===== src/rtl/commutate_nonoverlap.sv =====
`default_nettype none
// ============================================================================
//  Module      : commutate_nonoverlap
//  Description : BLDC six-step commutation with per-phase PWM application,
//                regen braking and non-overlap dead time on every gate pair.
//  Revision    : 1.0  initial release
// ============================================================================
module commutate_nonoverlap #(
  parameter int DEAD = 32
) (
  input  logic clk,
  input  logic rst_n,
  input  logic PWM_sig,
  input  logic PWM_synch,
  input  logic hallGrn,
  input  logic hallYlw,
  input  logic hallBlu,
  input  logic brake_n,
  output logic highGrn,
  output logic lowGrn,
  output logic highYlw,
  output logic lowYlw,
  output logic highBlu,
  output logic lowBlu,
  output logic hall_err
);

  typedef enum logic [0:0] {
    S_ACTIVE = 1'b0,
    S_DEAD   = 1'b1
  } dt_state_t;

  localparam logic [5:0] c_CNT_LAST = 6'(DEAD - 1);

  // Phase index used throughout: 0 = green, 1 = yellow, 2 = blue.
  logic [2:0] r_hall_s1;
  logic [2:0] r_hall_s2;
  logic       r_brk_s1;
  logic       r_brk_s2;
  logic [2:0] r_rot_state;
  logic       r_hall_err;
  logic       w_hall_bad;
  logic [2:0] w_fwd;
  logic [2:0] w_rev;
  logic [2:0] w_h_d;
  logic [2:0] w_l_d;

  // Two-flop synchronisers for the asynchronous halls and brake request.
  always_ff @(posedge clk) begin
    if (!rst_n) begin
      r_hall_s1 <= 3'b000;
      r_hall_s2 <= 3'b000;
      r_brk_s1  <= 1'b1;
      r_brk_s2  <= 1'b1;
    end else begin
      r_hall_s1 <= {hallGrn, hallYlw, hallBlu};
      r_hall_s2 <= r_hall_s1;
      r_brk_s1  <= brake_n;
      r_brk_s2  <= r_brk_s1;
    end
  end

  assign w_hall_bad = (r_hall_s2 == 3'b000) || (r_hall_s2 == 3'b111);

  // Hall state is only sampled at PWM period boundaries.
  always_ff @(posedge clk) begin
    if (!rst_n) begin
      r_rot_state <= 3'b000;
      r_hall_err  <= 1'b0;
    end else if (PWM_synch) begin
      r_rot_state <= r_hall_s2;
      r_hall_err  <= w_hall_bad;
    end
  end

  // Commutation table: one-hot forward and reverse phases; the rest are Z.
  always_comb begin
    w_fwd = 3'b000;
    w_rev = 3'b000;
    case (r_rot_state)
      3'b101: begin w_fwd = 3'b001; w_rev = 3'b010; end
      3'b100: begin w_fwd = 3'b001; w_rev = 3'b100; end
      3'b110: begin w_fwd = 3'b010; w_rev = 3'b100; end
      3'b010: begin w_fwd = 3'b010; w_rev = 3'b001; end
      3'b011: begin w_fwd = 3'b100; w_rev = 3'b001; end
      3'b001: begin w_fwd = 3'b100; w_rev = 3'b010; end
      default: begin w_fwd = 3'b000; w_rev = 3'b000; end
    endcase
  end

  // Desired gate pair per phase; braking shorts every winding through the low side.
  always_comb begin
    w_h_d = 3'b000;
    w_l_d = 3'b000;
    for (int i = 0; i < 3; i++) begin
      if (!r_brk_s2) begin
        w_h_d[i] = 1'b0;
        w_l_d[i] = PWM_sig;
      end else if (w_fwd[i]) begin
        w_h_d[i] = PWM_sig;
        w_l_d[i] = ~PWM_sig;
      end else if (w_rev[i]) begin
        w_h_d[i] = ~PWM_sig;
        w_l_d[i] = PWM_sig;
      end
    end
  end

  for (genvar gi = 0; gi < 3; gi++) begin : g_phase
    dt_state_t  r_state;
    dt_state_t  w_state_nxt;
    logic [5:0] r_cnt;
    logic [5:0] w_cnt_nxt;
    logic [1:0] r_prev;
    logic       r_hi;
    logic       r_lo;
    logic       w_hi_nxt;
    logic       w_lo_nxt;
    logic       w_chg;

    assign w_chg = ({w_h_d[gi], w_l_d[gi]} != r_prev);

    // Dead-time state, counter, registered gates and last desired value.
    always_ff @(posedge clk) begin
      if (!rst_n) begin
        r_state <= S_DEAD;
        r_cnt   <= 6'd0;
        r_prev  <= 2'b00;
        r_hi    <= 1'b0;
        r_lo    <= 1'b0;
      end else begin
        r_state <= w_state_nxt;
        r_cnt   <= w_cnt_nxt;
        r_prev  <= {w_h_d[gi], w_l_d[gi]};
        r_hi    <= w_hi_nxt;
        r_lo    <= w_lo_nxt;
      end
    end

    // Any change of desired value forces both gates off and (re)starts the dead count.
    always_comb begin
      w_state_nxt = r_state;
      w_cnt_nxt   = r_cnt;
      w_hi_nxt    = 1'b0;
      w_lo_nxt    = 1'b0;
      case (r_state)
        S_ACTIVE: begin
          if (w_chg) begin
            w_state_nxt = S_DEAD;
            w_cnt_nxt   = 6'd0;
          end else begin
            w_hi_nxt = w_h_d[gi];
            w_lo_nxt = w_l_d[gi];
          end
        end
        default: begin
          if (w_chg) begin
            w_cnt_nxt = 6'd0;
          end else if (r_cnt == c_CNT_LAST) begin
            w_state_nxt = S_ACTIVE;
            w_hi_nxt    = w_h_d[gi];
            w_lo_nxt    = w_l_d[gi];
          end else begin
            w_cnt_nxt = r_cnt + 6'd1;
          end
        end
      endcase
    end
  end

  assign highGrn  = g_phase[0].r_hi;
  assign lowGrn   = g_phase[0].r_lo;
  assign highYlw  = g_phase[1].r_hi;
  assign lowYlw   = g_phase[1].r_lo;
  assign highBlu  = g_phase[2].r_hi;
  assign lowBlu   = g_phase[2].r_lo;
  assign hall_err = r_hall_err;

endmodule
`default_nettype wire


===== config.mk =====
export PLATFORM = sky130hd
export DESIGN_NAME = commutate_nonoverlap
export DESIGN_NICKNAME = d
export VERILOG_FILES = /design/src/rtl/commutate_nonoverlap.sv
export SDC_FILE = /design/constraint.sdc
export NUM_CORES = 1
export LEC_CHECK = 0
export ABC_AREA = 1
export BUFFER_PORTS_ARGS = -buffer_cell sky130_fd_sc_hd__buf_2
export CORE_ASPECT_RATIO = 1.4
export CORE_MARGIN = 1
export CORE_UTILIZATION = 58
export CTS_CLUSTER_SIZE = 40
export DETAILED_ROUTE_END_ITERATION = 10
export PLACE_DENSITY = 0.75
export SLEW_MARGIN = 40
export SYNTH_ARGS = -nofsm -noshare
export SYNTH_HDL_FRONTEND = slang
export SYNTH_SLANG_ARGS = --single-unit

===== constraint.sdc =====
create_clock -name clk -period 1.7 [get_ports clk]
set_clock_uncertainty 0.1 [all_clocks]
set_input_delay 0.085 -clock clk [delete_from_list [all_inputs] [get_ports clk]]
set_output_delay 0.085 -clock clk [all_outputs]
set_load 0.02 [all_outputs]

# Yosys cells after proc, flatten, opt, wreduce, memory -nomap -nowiden
# Index checks and enable logic that the tools add are counted.
dict set report op_classes {
  addsub 3
  n_eq_ne 16
  mux 68
  bitwise 1
  reduce_logical 14
}
# operator n
set op_table {}
lappend op_table {{$mux 6} 12}
lappend op_table {{$mux 1} 54}
lappend op_table {{$add 6x1->6 const B} 3}
lappend op_table {{$eq 6x5->1 const B} 3}
lappend op_table {{$pmux 3 s3} 2}
lappend op_table {{$eq 3x3->1 const B} 4}
lappend op_table {{$reduce_or 2->1} 6}
lappend op_table {{$eq 3x2->1 const B} 2}
lappend op_table {{$ne 2x2->1} 3}
lappend op_table {{$ne 2x2->1 const B} 3}
lappend op_table {{$reduce_and 2->1} 3}
lappend op_table {{$reduce_bool 2->1} 3}
lappend op_table {{$eq 3x1->1 const B} 1}
lappend op_table {{$logic_not 3->1} 1}
lappend op_table {{$logic_or 1x1->1} 1}
lappend op_table {{$not 1->1} 1}
dict set report totals {
  reg_bits 45
  in_bits 8
  output_inout_bits 7
  word_cells 123
}

# Depth between registers and ports, before layout
# Gate-level depths: netlist (run 1).
dict set report logic_depth {
  word_depth 9
  mapped_depth 12
  mapped_depth_nobuf 12
}

# Worst setup path after synthesis (run 1)
# No wires, ideal clock.
dict set report synth_path {
  path_type {reg2reg}
  start {register g_phase[2].r_cnt[0]}
  end {register g_phase[2].r_cnt[5]}
  setup_time_ps 116
  arrival_ps 1313
  t_required_ps 1484
  path_slack_ps 171
  path_stages_with_launch 8
  n_path_buf 0
  synth_period_minus_slack_ps 1529
  path_cell_list {dfxtp_1 -> ha_1 -> nand3_1 -> nor3_1 -> nor2_1 -> nand2_1 -> xor2_1 -> nor2_1}
}
dict set report synth_via {
  elab_chain_len 4
  elab_cells_between_ends 7
  cone_classes {1 x add/sub; 2 x eq/ne; 3 x mux; 1 x reduce/logical}
}
# item line_no
set synth_lines {}
lappend synth_lines {{start, declared} 112} ;# logic [5:0] r_cnt;
lappend synth_lines {{start signal, assigned} 133} ;# r_cnt <= w_cnt_nxt;
lappend synth_lines {{$add 6x1->6} 164} ;# w_cnt_nxt = r_cnt + 6'd1;
lappend synth_lines {{$mux 6} 159} ;# end else if (r_cnt == c_CNT_LAST) begin
lappend synth_lines {{$mux 6} 157} ;# if (w_chg) begin
lappend synth_lines {{$mux 6} 146} ;# case (r_state)
# Parallel ways exist; a longest one is shown, timed or not. The select of a mux whose other input is x is not followed.
# A chain may end at the register's enable or synchronous reset.

# Final worst setup path (run 1)
dict set report layout_path {
  start {register g_phase[1].r_cnt[0]}
  end {register g_phase[1].r_cnt[5]}
}
dict set report layout_via {
  elab_chain_len 4
  elab_cells_between_ends 7
  cone_classes {1 x add/sub; 2 x eq/ne; 3 x mux; 1 x reduce/logical}
}
# item line_no
set layout_lines {}
lappend layout_lines {{start, declared} 112}
lappend layout_lines {{start signal, assigned} 133}
lappend layout_lines {{$add 6x1->6} 164}
lappend layout_lines {{$mux 6} 159}
lappend layout_lines {{$mux 6} 157}
lappend layout_lines {{$mux 6} 146}
# Parallel ways exist; a longest one is shown, timed or not. The select of a mux whose other input is x is not followed.

==> summary by stage, run 1 <==
Status
The run finished with clean final reports.

Die
Once the floorplan was initialized, standard cells occupied 61.4% of the core. The floorplan row count is 24. The floorplan die area is 0.00358 mm^2.

The chip width is about 50 um. The core region is 0.00315 mm^2. The number of I/O pins is 15.

The die height is 70.4 um.

CTS
The maximum level of the CTS H-tree is 2. Counting along the longest clock path gives a buffer depth of 2. The number of setup buffers added after CTS is 0. The clock tree from TritonCTS is done. Clock tree synthesis found a total of 45 sinks. The cell sitting at the root of the clock tree is a sky130_fd_sc_hd__clkbuf_8. The number of buffers added by the clock tree synthesis step is 5. Clock-pin slew was measured on the worst setup and hold paths at 0.08 ns. The clock reaches the later pin of the worst-skew pair after 0.29 ns.

Worst setup path
Broken down by cell family, the worst path's largest delay share belongs to simple AND/OR/NAND/NOR gates. The critical path capture point type is a register. Traced cell by cell, the critical path runs through ha_1 > nand2_1 > inv_1 > nand3_1 > nand2_1 > inv_2 > nand3b_1 > xor2_1 > nor2_1.

The slowest cell on the critical path is sky130_fd_sc_hd__dfxtp_1. Counting stages on the worst path, the most repeated cell is sky130_fd_sc_hd__nand2_1. The buffer and inverter count on the worst path is 2. The largest fanout of any net on the critical path is 7.

The data arrival time of the critical path is 1.68 ns. The critical path required time is 1.78 ns. The nature of the critical path startpoint is a register.

On the worst path, the slowest cell contributes a delay of 0.40 ns. The critical path start-end classification is register to register.

Detailed routing
The detailed router placed 1593 vias in this run. The remaining routing DRC violations is 0. The detailed-route vias per instance is around 5.2.

The first-iteration detailed-routing DRC count is 47. The detailed-route wire length is 3450 um. Once detail routing completed, the nets flagged for antenna violations numbered 0. The first TritonRoute pass finished after 4 iterations. The average wire per standard cell is 11.2 um.

Synthesis
The netlist uses 35 different library cells. The number of instances in the synthesized netlist is 241. The mapped netlist covers 0.00194 mm^2.

The number of nets handed over by synthesis was roughly 250. Synthesis inferred between 40 and 50 register bits. The total number of yosys warnings is 0.

The per-instance average area after synthesis is 8.04 um^2. Summing the sequential cell areas from Yosys gives between 40 and 50% of the chip area.

Finish
Fill cells in the final layout number 279. The repair_antennas step left the layout with diodes totalling 0. The leading cell type in the layout, fill and taps excluded is sky130_fd_sc_hd__nand2_1.

The total area of multi-input combinational cells is 925 um^2. The final layout contains 279 nets. In the final layout, flip-flops and latches occupy 907 um^2. In the layout the commonest cells are 46 x sky130_fd_sc_hd__nand2_1, 42 x sky130_fd_sc_hd__dfxtp_1, 26 x sky130_fd_sc_hd__nor2_1. The area added between synthesis and finish is 14.7%.

The count of non-filler cells in the finished layout is between 300 and 400. Of the cells placed in the final design, the portion with a size suffix greater than 1 is 21.2%.

Timing
The final hold violation count was 0. The max-slew violation count came to 0. Of the available clock period, the critical path in the final layout requires 94.0%. Setup violations remaining at the end of the flow were counted as 0. The peak clock frequency supported by timing is 626 MHz. Setup repair after global routing could not meet its margin everywhere. The minimum period implied by the final worst setup slack is 1.60 ns. The final sum of negative setup slack is 0 ns. The headroom to the max-slew limit is between 70 and 80%. The worst hold slack is 0.0312 ns. The worst-margin pin slew is around 0.33 ns. The final worst slack is 0.102 ns.

Global route
The first global-routing pass estimated 6090 um of wire. The met1 usage in global routing is between 20% and 30%. The maximum number of pins on one net before global-route repair is 14. Global routing used 22.4% of the available tracks across all layers. The layer carrying the most global-route usage is met2. The initial antenna violation count came to 0. The overall overflow remaining after global route is 0.

Global routing used between 40 and 50% of the available met2 tracks. The number of global-route vias before repair is 1524. Global routing used 4.58% of the available met3 tracks.

Placement
After legalization and detailed placement, the total HPWL measured roughly 2500 um. The cell count after placement is slightly below 300. The count of input and output buffers is 14. The worst setup slack before clock tree synthesis is -0.0234 ns. The global placement routability congestion is 0.805.

Min path
The type of the tightest min-delay check is input port to register.

Pwr
Power spread over the standard cell area amounts to 893 mW/mm^2. The leakage dissipation is 1.01 nW. IR analysis of the VDD net gives a maximum drop of 0.743 mV.

Job
The tool flagged a number of max-cap violations equal to 0.
[sequential cells by signal, indices dropped and copies added (netlist names)]
| register | cells |
|---|---|
| g_phase.r_state | 3 |
| highYlw | 1 |
| r_brk_s1 | 1 |
| r_brk_s2 | 1 |
| hall_err | 1 |
| r_hall_s2 | 3 |
| lowYlw | 1 |
| g_phase.r_cnt | 18 |
| highGrn | 1 |
| r_hall_s1 | 3 |
| g_phase.r_prev | 6 |
| lowGrn | 1 |
| lowBlu | 1 |
| r_rot_state | 3 |
| highBlu | 1 |
[timing repair]
action / 4_1_cts / 5_1_grt
hold endpoints to repair: 7 / 0
hold buffers: 5 / 0
setup endpoints to repair: 2 / 20
pin swaps: 0 / 2
gates resized for setup: 1 / 8
[worst reg2reg max path, delay by kind of cell, from the launching register on]
kind / cells / cell delay, ns
xor gates and xnor gates: 1 / 0.15
adders and majority gates: 1 / 0.20
DFF: 1 / 0.40
buffers and inverters: 2 / 0.18
and+or+nand+nor: 5 / 0.47
[logic make-up after synthesis]
kind of cell / count (synthesis) / synth area share [%]
fa+ha+maj: 3 / 1.94
xor+xnor: 12 / 5.43
flops: 45 / 46.5
compound gates: 19 / 5.49
buf+inv: 31 / 6.65
simple gates: 131 / 34.0
[power breakdown]
part           total (mW)  switching, mW  leakage (nW)  internal [mW]
Clock               0.628          0.343        0.0450          0.285
Sequential           1.13         0.0344         0.368           1.10
Combinational       0.225          0.132         0.595         0.0924
[Yosys cell counts (all sizes together)]
master | n | area [um^2]
inv | 26 | 97.6
nand2 | 52 | 210
clkbuf | 1 | 3.75
nor4 | 2 | 12.5
a21oi | 9 | 48.8
a211oi | 1 | 7.51
or2 | 3 | 18.8
o21bai | 2 | 15.0
xnor2 | 4 | 35.0
buf | 3 | 23.8
nor3b | 3 | 32.5
nor3 | 4 | 25.0
nand3b | 1 | 7.51
dfxtp | 45 | 901
or4 | 1 | 7.51
nor2 | 30 | 123
o21ai | 7 | 35.0
xor2 | 8 | 70.1
nand3 | 27 | 165
nand4 | 8 | 56.3
clkinv | 1 | 3.75
ha | 3 | 37.5
[area by class of cell]
class / instances / share of cell area (%)
clock inverter: 2 / 0.450
multi-input combinational: 165 / 41.6
clock buffer: 6 / 3.27
inverter: 27 / 4.56
timing repair buffer: 24 / 7.09
tap: 39 / 2.20
sequential: 45 / 40.8
[through the flow]
| step | total power, mW | util, % | area, um^2 |
|---|---|---|---|
| final | 1.98 | 70.5 | 2220 |
| after global routing | 2.08 | 70.5 | 2220 |
| after CTS | 1.99 | 69.8 | 2200 |
| after detailed placement | 1.37 | 65.5 | 2070 |
| after global placement | 1.36 | 65.5 | 2070 |
| after floorplan | 1.32 | - | 1940 |
[path summary, 6_finish.rpt]
path	from	end	slack, ns	depth (start not counted)
setup reg to reg	g_phase[1].r_cnt[0]	g_phase[1].r_cnt[5]	0.10	9
hold / removal	PWM_synch	hall_err	0.03	5
hold reg to reg	r_hall_s1[1]	r_hall_s2[1]	0.32	2
setup / recovery	g_phase[1].r_cnt[0]	g_phase[1].r_cnt[5]	0.10	9
[per-layer routing]
metal,share of wire (%),wire (um)
met2,54,1870
met5,0,0
met3,2.4,82
met4,2.3,78
met1,41,1410
(Power assumes the default switching activity.)
==> run 2: changes to the inputs <==
--- a/config.mk
+++ b/config.mk
@@ -6,12 +6,14 @@
 export NUM_CORES = 1
 export LEC_CHECK = 0
 export ABC_AREA = 1
-export BUFFER_PORTS_ARGS = -buffer_cell sky130_fd_sc_hd__buf_2
+export CELL_PAD_IN_SITES_DETAIL_PLACEMENT = 0
+export CELL_PAD_IN_SITES_GLOBAL_PLACEMENT = 1
 export CORE_ASPECT_RATIO = 1.4
 export CORE_MARGIN = 1
-export CORE_UTILIZATION = 58
+export CORE_UTILIZATION = 46
 export CTS_CLUSTER_SIZE = 40
 export DETAILED_ROUTE_END_ITERATION = 10
+export DONT_BUFFER_PORTS = 1
 export PLACE_DENSITY = 0.75
 export SLEW_MARGIN = 40
 export SYNTH_ARGS = -nofsm -noshare
==> run 2 against run 1 <==
Net effect: the run now ends with design-rule violations left; routed wire length rose by 7.6%; cell count rose by 0.32%; setup slack improved by 0.030 ns; utilization fell by 11 points; via count rose by 1.0%; fmax rose by 1.9%; worst hold slack got worse by 0.029 ns; first-iteration DRC count rose by 68%; combinational power rose by 20%; critical path depth fell by 2; die area rose by 25%; highest routed layer unchanged.
==> summary by stage, run 2 (synthesis results as in run 1) <==
Status
The run finished, with violations left. The final reports fail on design-rule violations.

CTS
The largest buffer count on any clock path is 2 (unchanged). The maximum level of the CTS H-tree is 2 (unchanged). The clock-pin slew reported for the worst setup and hold paths after clock tree synthesis came to 0.07 ns (about the same). The number of buffers added by the clock tree synthesis step is 5 (unchanged).

The insertion delay to the later sink of the worst-skew pair is 0.29 ns (about the same). TritonCTS built the clock tree. The number of sinks on the clock net came to 45 (unchanged). The master cell of the clock root buffer is sky130_fd_sc_hd__clkbuf_8.

Global route
The overall overflow remaining after global route is 0 (unchanged). The maximum number of pins on one net before global-route repair is 13 (-1). The met3 track utilization from global routing is 4.23% (-0.34 points). The global-route met2 utilization is 35.6% (-5.6 points).

The layer carrying the most global-route usage is met2. The global-route usage over all layers is 18.1% (-4.3 points). The met1 usage in global routing is 17.4% (-5.9 points). The wire length of the first global-routing pass is 6380 um (+4.8%). The number of global-route vias before repair is 1609 (+5.6%). The initial antenna violation count is 0 (unchanged).

Timing
The worst-margin pin slew is 0.637 ns (+0.305 ns). The headroom to the max-slew limit is 57.5% (-20 points). The final hold violation count came to 0 (unchanged). The share of the clock period used by the worst path is 92.2% (-1.8 points). The max-slew violation count is 0 (unchanged). The peak clock frequency supported by timing is 638 MHz (+1.9%). The final-report setup violation count is 0 (unchanged). The worst hold slack is 0.00186 ns (-0.0293 ns). The minimum period implied by the final worst setup slack is 1.57 ns (-0.0299 ns).

Finish
The flip-flop count of the largest register, all copies and words added was 18 (unchanged). The fraction of final layout cells sized beyond drive strength 1 is 20.7% (-0.51 points). The number of diodes came to 0 (unchanged). The largest registers in the layout are g_phase.r_cnt (18), g_phase.r_prev (6). The final instance area was 0.00236 mm^2 (+6.1%).

The register with the highest flop count is g_phase.r_cnt. The count of non-filler cells in the finished layout is 309 (+0.32%). The net total in the final layout is 277 (-0.72%).

In the layout the commonest cells are 44 x sky130_fd_sc_hd__nand2_1, 37 x sky130_fd_sc_hd__dfxtp_1, 27 x sky130_fd_sc_hd__nor2_1. The area added between synthesis and finish is 21.8%. The leading cell type in the layout, fill and taps excluded is sky130_fd_sc_hd__nand2_1.

Detailed routing
The average wire per standard cell is 12.0 um (+7.3%). The first-iteration detailed-routing DRC count is 79 (+68%). The remaining routing DRC violations came to 2 (+2). The number of vias in the routed layout is 1609 (+1.0%). The detailed-route wire length was 3710 um (+7.6%). The final antenna-violating net count is 0 (unchanged).

The detailed-route vias per instance was 5.21 (+0.68%). The number of detailed-route iterations in the first pass is 7 (+3).

Die
The die height is 78.8 um (+12%). The placeable core area is 0.00399 mm^2 (+26%). The chip width came to 56.8 um (+12%). The number of I/O pins is 15 (unchanged).

The floorplan die area was 0.00448 mm^2 (+25%). The initial standard-cell utilization of the core is 48.6% (-13 points). The floorplan row count was 27 (+13%).

Placement
The count of input and output buffers is 0 (-14). The cell count after placement is 284 (-3.7%). The standard cell area after detailed placement is 0.00199 mm^2 (-3.5%). The detailed-placement wirelength estimate was 2540 um (+1.7%). The global placement routability congestion is 0.806 (+0.21%).

Worst setup path
The critical path capture point type is a register. The critical path start-end classification is register to register. The largest fanout of any net on the critical path is 6 (-1). The critical path required time came to 1.82 ns (+0.04 ns). The nature of the critical path startpoint is a register. The data arrival time of the critical path was 1.69 ns (about the same).

Job
The number of maximum-capacitance constraint violations came to 0 (unchanged).

Pwr
The worst vdd rail ir drop was 0.505 mV (-32%). The leakage dissipation came to 1.01 nW (-0.14%). The areal power density over the cells was 871 mW/mm^2 (-2.5%).

Min path
In this run the worst hold path is classified as input port to register.
run 2: per-stage QoR:
stage          utilization (%)  power (mW)  setup TNS, ns  setup slack [ns]
2_1_floorplan                -        1.32              0             0.171
3_3_place_gp              50.0        1.35              0            0.0563
3_5_place_dp              50.0        1.36        -0.0495           -0.0166
4_1_cts                   55.7        2.03              0            0.0119
5_1_grt                   59.2        2.16       -0.00252          -0.00252
6_report                  59.2        2.05              0             0.132
run 2: area by class of cell:
cell class	instances	area (um^2)
inverters	27	110
flip-flops and latches	45	918
fillers	372	1630
clock buffers	7	86.3
well taps	43	53.8
multi-input cells	165	982
repair buffers	22	208
run 2: what timing repair did:
item | CTS | global route
hold buffers | 14 | 3
gates cloned | 0 | 0
setup endpoints to repair | 4 | 23
hold endpoints to repair | 43 | 2
buffers inserted | 0 | 2
pin swaps | 0 | 8
gates resized for setup | 1 | 32
run 2: final timing paths:
check	from	endpoint	slack (ns)	depth (start not counted)
setup / recovery	r_rot_state[0]	g_phase[1].r_cnt[0]	0.13	7
hold / removal	PWM_sig	highYlw	0.002	3
setup reg to reg	r_rot_state[0]	g_phase[1].r_cnt[0]	0.13	7
hold reg to reg	r_brk_s1	r_brk_s2	0.33	1
run 2: worst max-delay path: stages (launching register included):
cell	delay (ns)
sky130_fd_sc_hd__dfxtp_4	0.39
sky130_fd_sc_hd__inv_2	0.07
sky130_fd_sc_hd__o21ai_0	0.14
sky130_fd_sc_hd__nand2_1	0.07
sky130_fd_sc_hd__nand2_1	0.12
sky130_fd_sc_hd__xnor2_2	0.13
sky130_fd_sc_hd__nand4_1	0.23
sky130_fd_sc_hd__nor3b_2	0.25
run 2: layer usage:
layer | share of wire, % | up-vias
met3 | 2.8 | 7
met5 | 0 | -
met2 | 58 | 22
met1 | 37 | 754
li1 | - | 826
met4 | 1.8 | 0
run 2: report_power, final:
| part | switching (mW) | internal (mW) | leakage (nW) | total, mW |
|---|---|---|---|---|
| Clock | 0.325 | 0.322 | 0.0443 | 0.648 |
| Sequential | 0.0377 | 1.10 | 0.370 | 1.13 |
| Combinational | 0.144 | 0.127 | 0.592 | 0.271 |
| Total | 0.507 | 1.55 | 1.01 | 2.05 |
